[src/rtl/flag_registers.sv]
// Four-bit condition-flag register (Z, N, V, C) for the pipelined CPU.
// Each flag is a 2:1 mux (load vs. hold) feeding an async-reset D flip-flop.

module mux_2_1 (
  input  logic       select,
  input  logic [1:0] load,
  output logic       out
);

  assign out = select ? load[1] : load[0];

endmodule


module D_FF (
  input  logic clk,
  input  logic reset,
  input  logic d,
  output logic q
);

  always_ff @(posedge clk or posedge reset) begin
    if (reset)
      q <= 1'b0;
    else
      q <= d;
  end

endmodule


module flag_registers (
  input  logic clk,
  input  logic reset,
  input  logic setflags,
  input  logic zero,
  input  logic negative,
  input  logic overflow,
  input  logic carry_out,
  output logic zeroReg,
  output logic negativeReg,
  output logic overflReg,
  output logic carry_oReg
);

  // Bit order throughout is {Z, N, V, C}; all four share one select so
  // a load is never partial.
  logic [3:0] flag_in;
  logic [3:0] flag_d;
  logic [3:0] flag_q;

  assign flag_in = {zero, negative, overflow, carry_out};

  for (genvar i = 0; i < 4; i++) begin : g_flag
    mux_2_1 u_mux (
      .select (setflags),
      .load   ({flag_in[i], flag_q[i]}),
      .out    (flag_d[i])
    );

    D_FF u_ff (
      .clk   (clk),
      .reset (reset),
      .d     (flag_d[i]),
      .q     (flag_q[i])
    );
  end

  assign zeroReg     = flag_q[3];
  assign negativeReg = flag_q[2];
  assign overflReg   = flag_q[1];
  assign carry_oReg  = flag_q[0];

endmodule

[config.mk]
export PLATFORM = sky130hd
export DESIGN_NAME = flag_registers
export DESIGN_NICKNAME = d
export VERILOG_FILES = /design/src/rtl/flag_registers.sv
export SDC_FILE = /design/constraint.sdc
export NUM_CORES = 1
export LEC_CHECK = 0
export ABC_AREA = 1
export ABC_CLOCK_PERIOD_IN_PS = 800
export CAP_MARGIN = 20
export CORE_AREA = 2 2 39 41
export DETAILED_ROUTE_END_ITERATION = 6
export DIE_AREA = 0 0 41 43
export GPL_ROUTABILITY_DRIVEN = 0
export PLACE_DENSITY = 0.31
export SLEW_MARGIN = 25
export SYNTH_ARGS = -nofsm -noshare
export SYNTH_HDL_FRONTEND = slang
export SYNTH_SLANG_ARGS = --single-unit
[constraint.sdc]
create_clock -name clk -period 0.8 [get_ports clk]
set_clock_uncertainty 0.15 [all_clocks]
set_input_delay 0.08 -clock clk [delete_from_list [all_inputs] [get_ports clk]]
set_output_delay 0.08 -clock clk [all_outputs]
set_load 0.02 [all_outputs]
# ---- After elaboration in Yosys (flattened, before gate mapping)
# Index checks and enable logic that the tools add are counted.
# W data, S select, Z words.
dict set report word_totals {
  word_cells 4
  input_bits 7
  output_inout_bits 4
  regBits 4
}

# ---- Longest topological paths before layout
dict set report logic_depth {
  word_depth 0
  mapped_depth 3
  depth_no_buf 3
}

# ---- Cells and area by module
# Synthesis repeated with hierarchy kept, for this count alone.
dict set report unflattened {
  cells_unflattened 24
  hier_area_um2 175.2
}
# module cells_per_inst n_inst area_each_um2
set by_module_without_submodules {}
lappend by_module_without_submodules {D_FF 2 4 28.8}
lappend by_module_without_submodules {mux_2_1 4 4 15.0}

# ---- Worst setup path before layout
# OpenSTA, ideal clock, no wires.
dict set report synth_path {
  path_kind {reg-to-reg}
  from {register, netlist name g_flag[0].u_ff.q}
  to {register g_flag[0].u_ff.q}
  period_less_slack_ns 0.826
  stages_incl_launch_ff 3
  t_required_ns 0.533
  arrival_time_ns 0.559
  path_buffers 0
  path_slack_ns -0.026
  path_cell_list {dfrtp_1 > nand2_1 > nand2_1}
}
# item line
set synth_lines {}
lappend synth_lines {{end signal: assignment} 24} ;# q <= 1'b0;
lappend synth_lines {{end signal: assignment} 26} ;# q <= d;
lappend synth_lines {{end: declaration} 19} ;# output logic q

# ---- Worst setup path after layout
dict set report layout_path {
  from {register g_flag[1].u_ff.q}
  to {output port overflReg}
}
# item line
set layout_lines {}
lappend layout_lines {{start: declaration} 19}
lappend layout_lines {{start signal: assignment} 24}
lappend layout_lines {{start signal: assignment} 26}
lappend layout_lines {{end: declaration} 42} ;# output logic overflReg,
# No word-level cell between the ends.

==> run summary <==
Drt drc: 0
Power per cell area: 2013 nW/um^2
Worst-path cell chain: buf_6
CP bufs+invs: 1
Top-count cell post-synth: nand2_1
Core Util, Final: 0.2197
Max-Cap Viols: 0
Slowest-stage cell, CP: dfrtp_2
Gate count after technology mapping: 18
Vias per cell: 3.362
ANT nets after route: 0
R2R depth: 2
Largest net degree at the start of global routing: 6
Vias in the first global route: 178
Slew Limit Fails: 0
Slew @ Worst Pin: 177.4 ps
Synth area leader: dfrtp_1
CP delay by family, top: flip-flops
Avg Inst Size Synth: 8.480 um^2
Netlist cell types: 4
Pre-antenna DRT Iters: 1
Slowest cell delay on critical path: 400 ps
CTS max path bufs: 2
Slew HR: 0.8818
Clk slew on worst S/H paths: 40 ps
Total power draw: 0.6121 mW
Post-DP Area: 277.8 um^2
Area Growth Syn to Fin: 99.18%
Worst setup EP type: output pin
Fin Hold WS: -118.9 ps
Vias: 158
CP Launch Type: register
Nets@finish: 40
Crit. path cell count: 1
Ports: 11
Sink Count: 4
Post-synth top area share: 0.6557
Net Count, Synth: 25
Status: finished, violations left
Port Buffers: 10
FF-to-FF setup slack: 30 ps
DRT iter0 DRCs: 0
First-pass GRT wire length: 627 um
Peak VDD IR: 591.2 uV
RSZ-0062 raised after global routing: yes
Synth top cells by count: 12 x nand2_1, 4 x dfrtp_1, 1 x inv_1, 1 x inv_2
Syn. warnings: 0
Post-synthesis register bit count: 4
Maximum clock rate: 1003 MHz
Area contributors post-synth: dfrtp_1 66%, nand2_1 30%, inv_1 2.5%, inv_2 2.5%
Minimum clock period: 997.0 ps
Crit Path Max Fanout: 2
Reg2reg start: g_flag[0].u_ff.q
Layout Cells excl Fill: 47
Cts bufs inserted: 3
Hold Path Class: primary input to asynchronous set/reset pin
Drt wl/cell: 8.191 um
CP required: 570 ps
Initial core utilization: 0.1103
Antenna violations before repair: 0
Share of layout cells above drive strength 1: 0.3871
# setup viols final: 4
Final WL: 385 um
LEAKAGE: 0.1514 nW
Final HPWL DP: 311.2 um
Critical Path Source: g_flag[1].u_ff.q
Global route overflow: 0
TritonCTS clock tree: done
Biggest regs: g_flag.u_ff.q x4
WS Path Type: register to output pin
Seq/Total Area, Yosys: 0.6557
Row cnt: 14
Violated checks: hold timing, setup timing
Total Routing Usage GR: 0.05948
Number of diodes: 0
Root buffer cell: clkbuf_4
Postcts setup bufs: 0
Fin. Hold Viols: 4
Core ar.: 1384 um^2
Placed cells: 44
Fin area: 304.0 um^2
Largest register FFs: 4
Worst setup margin: -197.0 ps
Fillers: 153
Critical path arrival: 770 ps
Worst skew pair latency: 240 ps
H-tree depth: 1
Die H: 43 um
Largest Register: g_flag.u_ff.q
Tcrit/Tclk final: 1.246
Post-synth ARST share: 1.000
Synthesized cell area: 152.6 um^2
Most common flop cell mapped by yosys: dfrtp_1
Die width: 41 um
Die area: 1763 um^2
Post-synth EDFFs: 0
==> layer usage <==
metal	track usage	up-vias	share of wire
li1	-	78	-
met1	0.05212	68	0.35
met2	0.07500	10	0.44
met3	0.02094	2	0.17
met4	0.1000	0	0.036
met5	0	-	0
==> area by class of cell <==
| cell class | instances | area [um^2] | area share |
|---|---|---|---|
| inverter | 2 | 7.507 | 0.02469 |
| multi-input combinational | 12 | 45.04 | 0.1481 |
| clock buffer | 3 | 22.52 | 0.07407 |
| timing repair buffer | 10 | 103.9 | 0.3416 |
| tap | 16 | 20.02 | 0.06584 |
| sequential | 4 | 105.1 | 0.3457 |
==> power by group <==
group | switching [mW] | internal (mW) | leakage [nW]
logic | 0.0517 | 0.0654 | 0.0935
clock network | 0.0894 | 0.168 | 0.0138
registers | 0.0127 | 0.225 | 0.0442
total | 0.154 | 0.458 | 0.151
==> cells by family after synthesis <==
kind of cell           Yosys count  share of synthesized area
AND/OR/NAND/NOR                 12                     0.2951
buffers and inverters            2                    0.04913
flip-flops                       4                     0.6558
==> per-stage QoR <==
step	TNS, ps	worst slack [ps]
finish	-785.6	-197.0
global route	-910.6	-230.9
CTS	-820.8	-209.3
detailed placement	-2690	-365.9
global placement	-2662	-363.0
floorplan	0	1.750
==> final timing paths <==
check | to
worst min register to register | g_flag[3].u_ff.q
worst max register to register | g_flag[0].u_ff.q
worst min-delay path | g_flag[3].u_ff.q
max in group asynchronous | g_flag[2].u_ff.q
min in group clk | g_flag[2].u_ff.q
worst max-delay path | overflReg
==> cell usage in the layout (no fill, tap or decap), drive strengths merged <==
master / instances
buf: 4
clkbuf: 3
inv: 2
dfrtp: 4
dlygate4sd2: 1
nand2: 12
clkdlybuf4s50: 5
==> what timing repair did <==
| action | 4_1_cts | 5_1_grt |
|---|---|---|
| hold endpoints to repair | 4 | 4 |
| pin swaps | 0 | 0 |
| resized for setup | 25 | 0 |
| endpoints found under the setup margin | 8 | 7 |
Note: power is estimated with default switching activity, not from simulation.
